File: src/rtl/frame_capture_controller.sv
// Frame capture controller: arms on start_i and waits for the end of vertical
// blanking. It then writes each valid camera pixel to consecutive frame-RAM
// addresses, and closes the frame on a full pixel count or on the next vsync.
// Optional build macro: FRAME_CAPTURE_COUNT_EN adds the 16-bit frame_count_o.
module frame_capture_controller #(
    parameter int unsigned FRAME_WIDTH  = 320,
    parameter int unsigned FRAME_HEIGHT = 240,
    parameter int unsigned DATA_WIDTH   = 12,
    parameter int unsigned ADDR_WIDTH   = 17
) (
    input  logic                  clk_i,
    input  logic                  reset_i,
    input  logic                  start_i,
    input  logic                  continuous_i,
    input  logic                  vsync_i,
    input  logic                  pixel_valid_i,
    input  logic [DATA_WIDTH-1:0] pixel_data_i,
    output logic                  write_en_o,
    output logic [ADDR_WIDTH-1:0] write_address_o,
    output logic [DATA_WIDTH-1:0] write_data_o,
    output logic                  busy_o,
    output logic                  frame_done_o,
    output logic                  frame_short_o
`ifdef FRAME_CAPTURE_COUNT_EN
    ,
    output logic [15:0]           frame_count_o
`endif
);

    localparam int unsigned FRAME_PIXELS = FRAME_WIDTH * FRAME_HEIGHT;
    localparam logic [ADDR_WIDTH-1:0] LAST_ADDR = ADDR_WIDTH'(FRAME_PIXELS - 1);

    typedef enum logic [1:0] {
        ST_IDLE    = 2'd0,
        ST_ARMED   = 2'd1,
        ST_CAPTURE = 2'd2,
        ST_DONE    = 2'd3
    } state_t;

    state_t                  r_state;
    logic                    r_vsync;
    logic [ADDR_WIDTH-1:0]   r_count;

    logic                    w_vsync_fall;
    logic                    w_vsync_rise;
    logic                    w_accept;
    logic                    w_last_pixel;
    logic                    w_frame_end;

    // vsync edges against the previous-cycle copy; a pixel is taken only while capturing
    assign w_vsync_fall = r_vsync & ~vsync_i;
    assign w_vsync_rise = ~r_vsync & vsync_i;
    assign w_accept     = (r_state == ST_CAPTURE) & pixel_valid_i;
    assign w_last_pixel = w_accept & (r_count == LAST_ADDR);
    assign w_frame_end  = (r_state == ST_CAPTURE) & (w_last_pixel | w_vsync_rise);

    // Capture FSM with registered RAM-write and status outputs
    always_ff @(posedge clk_i) begin
        if (reset_i) begin
            r_state         <= ST_IDLE;
            r_vsync         <= 1'b0;
            r_count         <= '0;
            write_en_o      <= 1'b0;
            write_address_o <= '0;
            write_data_o    <= '0;
            busy_o          <= 1'b0;
            frame_done_o    <= 1'b0;
            frame_short_o   <= 1'b0;
        end else begin
            r_vsync      <= vsync_i;
            write_en_o   <= 1'b0;
            frame_done_o <= 1'b0;

            case (r_state)
                ST_IDLE: begin
                    // a vsync edge here is deliberately ignored; only start_i arms
                    if (start_i) begin
                        r_state <= ST_ARMED;
                        busy_o  <= 1'b1;
                    end else begin
                        busy_o  <= 1'b0;
                    end
                end

                ST_ARMED: begin
                    busy_o <= 1'b1;
                    if (w_vsync_fall) begin
                        r_state <= ST_CAPTURE;
                        r_count <= '0;
                    end
                end

                ST_CAPTURE: begin
                    busy_o <= 1'b1;
                    // a pixel coincident with the closing vsync edge is still written
                    if (w_accept) begin
                        write_en_o      <= 1'b1;
                        write_address_o <= r_count;
                        write_data_o    <= pixel_data_i;
                        // hold at the last address so it can never wrap
                        if (!w_last_pixel) begin
                            r_count <= r_count + ADDR_WIDTH'(1);
                        end
                    end
                    if (w_frame_end) begin
                        r_state       <= ST_DONE;
                        frame_done_o  <= 1'b1;
                        frame_short_o <= ~w_last_pixel;
                    end
                end

                ST_DONE: begin
                    if (continuous_i) begin
                        r_state <= ST_ARMED;
                        busy_o  <= 1'b1;
                    end else begin
                        r_state <= ST_IDLE;
                        busy_o  <= 1'b0;
                    end
                end

                default: begin
                    r_state <= ST_IDLE;
                    busy_o  <= 1'b0;
                end
            endcase
        end
    end

`ifdef FRAME_CAPTURE_COUNT_EN
    // Completed-frame counter, stepping with each frame_done_o pulse and wrapping at 16 bits
    always_ff @(posedge clk_i) begin
        if (reset_i) begin
            frame_count_o <= '0;
        end else if (w_frame_end) begin
            frame_count_o <= frame_count_o + 16'd1;
        end
    end
`endif

endmodule

File: config.mk
export PLATFORM = sky130hd
export DESIGN_NAME = frame_capture_controller
export DESIGN_NICKNAME = d
export VERILOG_FILES = /design/src/rtl/frame_capture_controller.sv
export SDC_FILE = /design/constraint.sdc
export NUM_CORES = 1
export LEC_CHECK = 0
export BUFFER_PORTS_ARGS = -buffer_cell sky130_fd_sc_hd__buf_2
export CORE_MARGIN = 10
export CORE_UTILIZATION = 53
export CTS_BUF_LIST = sky130_fd_sc_hd__clkbuf_8
export DETAILED_ROUTE_END_ITERATION = 12
export GPL_ROUTABILITY_DRIVEN = 0
export PLACE_DENSITY = 0.86
export REMOVE_ABC_BUFFERS = 1
export SYNTH_ARGS = -nofsm -noshare
export SYNTH_HDL_FRONTEND = slang
export SYNTH_SLANG_ARGS = --single-unit
File: constraint.sdc
create_clock -name clk_i -period 5.8 [get_ports clk_i]
set_input_delay 0.29 -clock clk_i [delete_from_list [all_inputs] [get_ports clk_i]]
set_output_delay 0.29 -clock clk_i [all_outputs]
set_load 0.02 [all_outputs]
==> results of run 1 <==
[worst min-delay path by stage]
stage               cells past startpoint                         endpoint                       startpoint
floorplan                               1          r_state[0]$_SDFFE_PP0P_                          reset_i
detailed placement                      2  write_address_o[2]$_SDFFE_PP0P_  write_address_o[2]$_SDFFE_PP0P_
finish                                  3     write_data_o[7]$_SDFFE_PP0P_                  pixel_data_i[7]
CTS                                     3     write_data_o[7]$_SDFFE_PP0P_                  pixel_data_i[7]
global placement                        2     write_data_o[7]$_SDFFE_PP0P_     write_data_o[7]$_SDFFE_PP0P_
global route                            3     write_data_o[7]$_SDFFE_PP0P_                  pixel_data_i[7]
[per-stage QoR]
stage	cells	area, sq um	hold WS [ps]
after CTS	367	2610	209
final	367	2610	212
after floorplan	259	2180	355
after global routing	367	2610	213
after global placement	359	2490	438
after detailed placement	359	2490	443
[logic make-up after synthesis]
logic type / after synthesis / share of synthesized area [%]
AND/OR/NAND/NOR: 120 / 24.2
XOR/XNOR: 7 / 2.74
AO/OA/AOI/OAI: 67 / 19.1
buffers and inverters: 20 / 3.69
flip-flops: 53 / 47.4
adder cells (fa/ha/maj): 5 / 2.80
[cell usage after synthesis, drive strengths merged (2+ instances only)]
cell type,n
ha,5
nor2b,3
buf,4
a21oi,39
xor2,6
nor2,18
nor4,3
nand3,7
o211ai,3
nand4,4
o21ai,6
a21o,2
or3,5
and2,2
o2111ai,3
inv,7
nor3,5
o21bai,3
nand2b,2
dfxtp,53
nand2,66
clkbuf,9
a211oi,2
and3b,2
o21a,3
[power groups by stage]
stage	sequential (mW)	clock (mW)	combinational [mW]
after floorplan	0.430	0	0.143
after global placement	0.410	0	0.215
after detailed placement	0.412	0	0.221
after CTS	0.404	0.262	0.223
after global routing	0.406	0.276	0.248
final	0.404	0.259	0.221
[flip-flops by register name, summed over array words and instances, names as in the netlist]
name,count
r_count,17
frame_done_o,1
r_state,2
write_en_o,1
write_data_o,12
busy_o,1
r_vsync,1
write_address_o,17
frame_short_o,1
[area by class of cell]
type | instances | area, sq um | area share (%)
multi-input cells | 199 | 1090 | 41.8
well taps | 50 | 62.6 | 2.39
repair buffers | 50 | 250 | 9.57
clock inverters | 2 | 37.5 | 1.44
clock buffers | 6 | 82.6 | 3.16
inverters | 7 | 26.3 | 1.01
flip-flops and latches | 53 | 1060 | 40.6
[worst register-to-register path, cell delays in order (launching register included)]
cell and delay (ps):
dfxtp_1 350, inv_1 120, ha_1 280, and2_1 890, a2bb2oi_2 400, o211ai_1 270
or4_1 520, a21oi_1 140
[per-layer routing]
layer	share of wire [%]	vias up	global-route usage, %
met5	0	-	0
met4	1.2	0	4.04
met3	7.5	7	4.59
met2	48	51	24.7
met1	44	888	14.5
li1	-	1018	-
==> results.cfg, run 1 <==
[place]
place_ws_ps = 2800
io_buffers = 50
dpl.hpwl_um = 3530

[sta]
post-route-period-util_pct = 52.4
maxSlewHeadroom_pct = 27.6
setup_viol = 0
skew_ps = 5.56
period_needed_ps = 3040
max_slew.worst_pin.slew_ps = 1090
hold_viol = 0
setup_ws_ps = 2760
rsz0062_at_grt = no
max_freq_mhz = 329
drv_slew = 0
finalSetupTns_ps = 0

[synth]
ys_top_cells_by_area = dfxtp_1 (47%), nand2_1 (11%), a21oi_1 (8.7%), nor2_1 (3.0%), ha_1 (2.8%)
synth.distinct_cells = 40
ys_dominant_reg_cell = dfxtp_1
yosys.area.top_type = dfxtp_1
synth_top_area_share_pct = 47.4
synth-edff-count = 0
syn_area_sq_um = 2240
yosysWarnings = 0
synthCells = 272
avgSynthCellArea_sq_um = 8.22
ys_seq_area_share_pct = 47.4
ys_async_sr_fraction_pct = 0
synth-seq-cells = 53

[power_and_ir_drop]
seqPwrFrac_pct = 45.7
clkPwrFrac_pct = 29.3
cellPowerDensity_nw_per_um2 = 338
irDropWorstVdd_v = 0.000179
power_uw = 883
switching_share_pct = 30.8
comb_power_share_pct = 25.0
p_sw_uw = 272
p_leak_nw = 1.01
p_int_uw = 611

[cells_and_area]
post-route-util_pct = 64.9
nNetsFinal = 339
nFillCells = 356
antenna_cells = 0
layout-drive-gt1-share_pct = 20.2
final_cell_mix = nand2_1 (66), dfxtp_1 (53), buf_2 (50)
area_growth_pct = 16.8
final_common_cell = nand2_1

[grt]
grt_antenna_before_repair = 0
grt_use_total_pct = 13.6
overflow = 0
grt_pass1_wl_um = 8520
grt_pass1_vias = 1944
grt_max_degree = 40

[setup_path]
cpMaxStageDelayCell = and2_1
worst_r2r_endpoint = r_count[13]$_SDFFE_PP0P_
path_class = flop to flop
r2r_setup_slack_ps = 2760
crit_end = r_count[13]$_SDFFE_PP0P_
crit_path_start_kind = flop
worst_path_largest_cell_delay_ps = 890
crit_path_cell_trace = inv_1, ha_1, and2_1, a2bb2oi_2, o211ai_1, or4_1, a21oi_1
startpoint = r_state[0]$_SDFFE_PP0P_
reg2reg_from = r_state[0]$_SDFFE_PP0P_
path_buf_inv = 1
rr_worst_depth = 7
critical_path_depth = 7
cp.required_ps = 6040
critPathArrivalTime_ps = 3280
cp-end-kind = flop
worst-path-max-fanout = 30
cp_top_family = simple AND/OR/NAND/NOR gates

[clocking]
post_cts_buffers = 0
clock_tree.buffer_depth = 2
cts_tree = yes
cts_root_buf = clkbuf_8
worstSkewPairLatency_ps = 300
cts_resized = 0
path_clk_slew_ps = 90
clock-sinks = 53
postCtsHoldBufs = 0
h-tree-depth = 2
numCtsBuffers = 5

[route]
wl_um = 5030
first_iter_violations = 153
ant_nets = 0
dr.pass1.iters = 4
num_vias = 1964
wire_per_inst_um = 13.7
drt_drc_violations_left = 0
viasPerCell = 5.35

[die]
initial_utilization_pct = 55.5
io_pins = 51
fp.dieH_um = 85.0
core_area_sq_um = 4030
die_x_um = 85.0
die_area_sq_um = 7220
rows = 23

[flow_run]
timing.max_cap.violations = 0

[status]
status = completed

[hold_path]
hp-class = primary input to flop
No activity file was read; power rests on OpenSTA's default activity.
==> inputs of run 2 (changes only) <==
CORE_UTILIZATION = 50   (was 53)
PLACE_DENSITY = 0.85   (was 0.86)
clock period = 2.4 ns   (was 5.8 ns; I/O delays follow)
==> run 2 against run 1 <==
  * Hold slack got worse by 190 ps
  * Largest cell class unchanged
  * Sequential share of layout area fell by 0.46 points
  * Fmax increased by 36%
  * Non-clock buffer count grew 7
  * Flip-flop and latch count stayed put
  * Count of clock-buffer cells in the layout decreased by 1
  * Sequential power rose by 140%
  * Clock skew increased by 6.5 ps
  * Final cell count grew 2.5%
  * Core utilization is 4.2 points lower
==> results.cfg, run 2 (same netlist as run 1, synthesis figures left out) <==
[die]
fp.dieH_um = 86.9
io_pins = 51
rows = 24
die_area_sq_um = 7550
core_area_sq_um = 4350
initial_utilization_pct = 51.4
die_x_um = 86.9

[clocking]
clock_tree.buffer_depth = 2
worstSkewPairLatency_ps = 320
cts_tree = yes
numCtsBuffers = 5
cts_resized = 0
h-tree-depth = 2
path_clk_slew_ps = 100
post_cts_buffers = 0
cts_root_buf = clkbuf_8
postCtsHoldBufs = 0
clock-sinks = 53

[setup_path]
crit_path_start_kind = flop
worst_path_largest_cell_delay_ps = 420
rr_worst_depth = 7
cpMaxStageDelayCell = or3_1
critPathArrivalTime_ps = 2470
path_class = flop to flop
cp.required_ps = 2640
cp-end-kind = flop
r2r_setup_slack_ps = 170
worst-path-max-fanout = 8
crit_path_cell_trace = inv_1, ha_1, and2b_1, a2bb2oi_2, nand4_1, or3_1, a21oi_1

[grt]
grt_max_degree = 30
grt_antenna_before_repair = 0
grt_use_total_pct = 13.6
grt_pass1_wl_um = 8550
overflow = 0
grt_pass1_vias = 1955

[cells_and_area]
nFillCells = 397
fin_area_sq_um = 2640
area_growth_pct = 18.2
nNetsFinal = 346
antenna_cells = 0
final_common_cell = nand2_1
largestRegisters = r_count: 17 flops, write_address_o: 17 flops, write_data_o: 12 flops
final_cell_mix = nand2_1 (66), dfxtp_1 (53), buf_2 (50)
fin_cells = 376
layout-drive-gt1-share_pct = 21.9

[place]
dp.cells = 368
dpl.hpwl_um = 3610
io_buffers = 50
place_area_sq_um = 2550

[sta]
period_needed_ps = 2230
post-route-period-util_pct = 93.0
skew_ps = 12.1
finalHoldWorstSlack_ps = 23.0
hold_viol = 0
max_freq_mhz = 448
setup_viol = 0
drv_slew = 0
max_slew.worst_pin.slew_ps = 464
maxSlewHeadroom_pct = 69.1
rsz0062_at_grt = no

[route]
wl_um = 5080
dr.pass1.iters = 4
first_iter_violations = 46
viasPerCell = 5.36
drt_drc_violations_left = 0
ant_nets = 0
wire_per_inst_um = 13.5
num_vias = 2015

[power_and_ir_drop]
irDropWorstVdd_v = 0.000534
cellPowerDensity_nw_per_um2 = 778
p_leak_nw = 1.03

[flow_run]
timing.max_cap.violations = 0

[hold_path]
min_delay_path_depth = 3
hp-class = primary input to flop

[status]
status = completed
[run 2: area by class of cell]
cell class	instances	area, sq um	area share, %
Tap cell	52	65.1	2.46
Multi-Input combinational cell	199	1090	41.4
Timing Repair Buffer	57	303	11.5
Sequential cell	53	1060	40.1
Clock buffer	5	68.8	2.60
Clock inverter	3	26.3	0.994
Inverter	7	26.3	0.994
[run 2: worst paths after layout]
kind / startpoint / endpoint
worst max register to register: r_state[0]$_SDFFE_PP0P_ / r_count[16]$_SDFFE_PP0P_
worst max-delay path: r_state[0]$_SDFFE_PP0P_ / r_count[16]$_SDFFE_PP0P_
worst min-delay path: pixel_data_i[1] / write_data_o[1]$_SDFFE_PP0P_
worst min register to register: write_address_o[14]$_SDFFE_PP0P_ / write_address_o[14]$_SDFFE_PP0P_
[run 2: report_power, final]
part	switching [mW]	internal [mW]
Combinational	0.338	0.220
Clock	0.310	0.213
Sequential	0.0390	0.937
Total	0.688	1.37
[run 2: metrics by stage]
stage	setup TNS, ps	power (mW)	utilization (%)	setup slack [ps]
global route	0	2.17	60.7	13.8
CTS	0	2.08	60.7	177
finish	0	2.06	60.7	168
detailed placement	0	1.55	58.5	213
global placement	0	1.53	58.5	341
floorplan	-177	1.38	-	-103
[run 2: critical path, delay by kind of cell (launching register included)]
kind	cells	cell delay, ps
flops	1	380
simple gates	3	980
buf+inv	1	100
fa+ha+maj	1	290
compound gates	2	410
[run 2: per-layer routing]
layer	global-route usage, %	vias up	share of wire [%]	wire [um]
met4	6.19	0	2.0	102
met1	14.6	921	44	2210
met2	23.0	56	48	2420
met5	0	-	0	0
met3	5.34	9	6.8	343
li1	-	1029	-	-
==> inputs of run 3 (changes only) <==
GPL_TIMING_DRIVEN = 0   (was default)
==> run 3 against run 2 <==
  * Sequential power about the same
  * Clock power is 2% higher
  * Die area did not move
  * Core utilization up 0.89 points
  * Critical path type unchanged
  * Largest cell class unchanged
==> results.cfg, run 3 (same netlist as run 1, synthesis figures left out) <==
[grt]
grt_max_degree = 40
overflow = 0
grt_pass1_wl_um = 8540
grt_antenna_before_repair = 0
grt_use_total_pct = 13.7
grt_pass1_vias = 1878

[cells_and_area]
layout-drive-gt1-share_pct = 23.2
largestRegisters = r_count: 17 flops, write_address_o: 17 flops, write_data_o: 12 flops
multi_input_area_sq_um = 1120
fin_cells = 379
nNetsFinal = 349
seqCellArea_sq_um = 1060
fin_area_sq_um = 2680
final_common_cell = nand2_1
nFillCells = 394
antenna_cells = 0
final_cell_mix = nand2_1 (66), dfxtp_1 (53), buf_2 (50)
area_growth_pct = 19.9

[route]
viasPerCell = 5.32
ant_nets = 0
wire_per_inst_um = 13.8
dr.pass1.iters = 4
first_iter_violations = 109
wl_um = 5220
drt_drc_violations_left = 0
num_vias = 2015

[setup_path]
cp.required_ps = 2650
rr_worst_depth = 8
cp-end-kind = flop
critPathArrivalTime_ps = 2530
r2r_setup_slack_ps = 130
worst-path-max-fanout = 9
path_class = flop to flop
worst_r2r_endpoint = r_count[13]$_SDFFE_PP0P_
reg2reg_from = r_state[0]$_SDFFE_PP0P_
crit_path_start_kind = flop

[die]
rows = 24
die_x_um = 86.9
die_area_sq_um = 7550
core_area_sq_um = 4350
fp.dieH_um = 86.9
initial_utilization_pct = 51.4
io_pins = 51

[sta]
drv_slew = 0
setup_viol = 0
setup_ws_ps = 126
period_needed_ps = 2270
skew_ps = 6.69
hold_viol = 0
max_slew.worst_pin.slew_ps = 955
maxSlewHeadroom_pct = 36.2
max_freq_mhz = 440
post-route-period-util_pct = 94.7

[clocking]
postCtsHoldBufs = 0
cts_root_buf = clkbuf_8
numCtsBuffers = 5
h-tree-depth = 2
path_clk_slew_ps = 100
clock-sinks = 53
worstSkewPairLatency_ps = 320
clock_tree.buffer_depth = 2
cts_tree = yes

[hold_path]
min_from = pixel_data_i[1]
hp-class = primary input to flop
whs_endpoint = write_data_o[1]$_SDFFE_PP0P_
min_delay_path_depth = 3

[place]
dp.cells = 361
io_buffers = 50
place_area_sq_um = 2500
place_ws_ps = -685
dpl.hpwl_um = 3420

[flow_run]
timing.max_cap.violations = 0

[power_and_ir_drop]
irDropWorstVdd_v = 0.000676
power_mw = 2.13
cellPowerDensity_nw_per_um2 = 796
p_leak_nw = 1.04

[status]
status = completed
run 3: changes by cell type in the layout (fill, tap and decap cells not counted):
cell and delta:
buf_4 +2, ha_1 -1, inv_8 +1, and2_1 -1
ha_2 +1, a2bb2oi_4 +1, and2_4 +1, and2_2 +1
clkinvlp_4 +2, inv_6 -1, clkinv_4 -2, a2bb2oi_2 -1
run 3: area by class of cell:
| cell class | count | area share, % |
|---|---|---|
| multi-input cells | 200 | 41.7 |
| flip-flops and latches | 53 | 39.6 |
| repair buffers | 59 | 11.8 |
| clock buffers | 5 | 2.57 |
| well taps | 52 | 2.43 |
| clock inverters | 3 | 0.979 |
| inverters | 7 | 0.979 |
run 3: timing repair:
action,in CTS,in global routing
cloned,1,0
gates resized for setup,4,0
buffers inserted,3,6
pin swaps,2,4
endpoints found under the setup margin,19,4
run 3: power by group:
group | switching, mW | internal, mW
Clock | 0.320 | 0.213
Combinational | 0.364 | 0.262
Sequential | 0.0389 | 0.937
Total | 0.723 | 1.41
run 3: worst max path at each step:
stage / slack, ps / to / cells past startpoint / startpoint
finish: 130 / r_count[13]$_SDFFE_PP0P_ / 8 / r_state[0]$_SDFFE_PP0P_
global route: -30 / r_count[13]$_SDFFE_PP0P_ / 8 / r_state[0]$_SDFFE_PP0P_
CTS: 70 / r_count[13]$_SDFFE_PP0P_ / 7 / r_state[0]$_SDFFE_PP0P_
detailed placement: -690 / r_count[13]$_SDFFE_PP0P_ / 7 / r_state[0]$_SDFFE_PP0P_
global placement: -580 / r_count[13]$_SDFFE_PP0P_ / 7 / r_state[0]$_SDFFE_PP0P_
floorplan: -100 / r_count[13]$_SDFFE_PP0P_ / 7 / r_state[0]$_SDFFE_PP0P_
run 3: critical path, cell delays in order (launching register included):
cell       delay, ps
dfxtp_1          390
inv_1            100
ha_2             260
and2b_1          300
a2bb2oi_4        230
buf_4            170
o211ai_1         110
or4_1            480
a21oi_1          150
run 3: through the flow:
stage               hold WS (ps)  TNS, ps  utilization (%)
floorplan                    185     -177                -
global placement             362    -4950             57.3
detailed placement           369    -6590             57.3
CTS                         22.2        0             60.6
global route                37.1    -25.9             61.6
finish                      28.1        0             61.6
run 3: metal layers:
metal / vias up / track usage (%) / share of wire, %
met3: 7 / 4.78 / 7.0
met1: 923 / 14.9 / 43
li1: 1039 / - / -
met4: 0 / 4.42 / 1.1
met2: 46 / 23.9 / 49
met5: - / 0 / 0
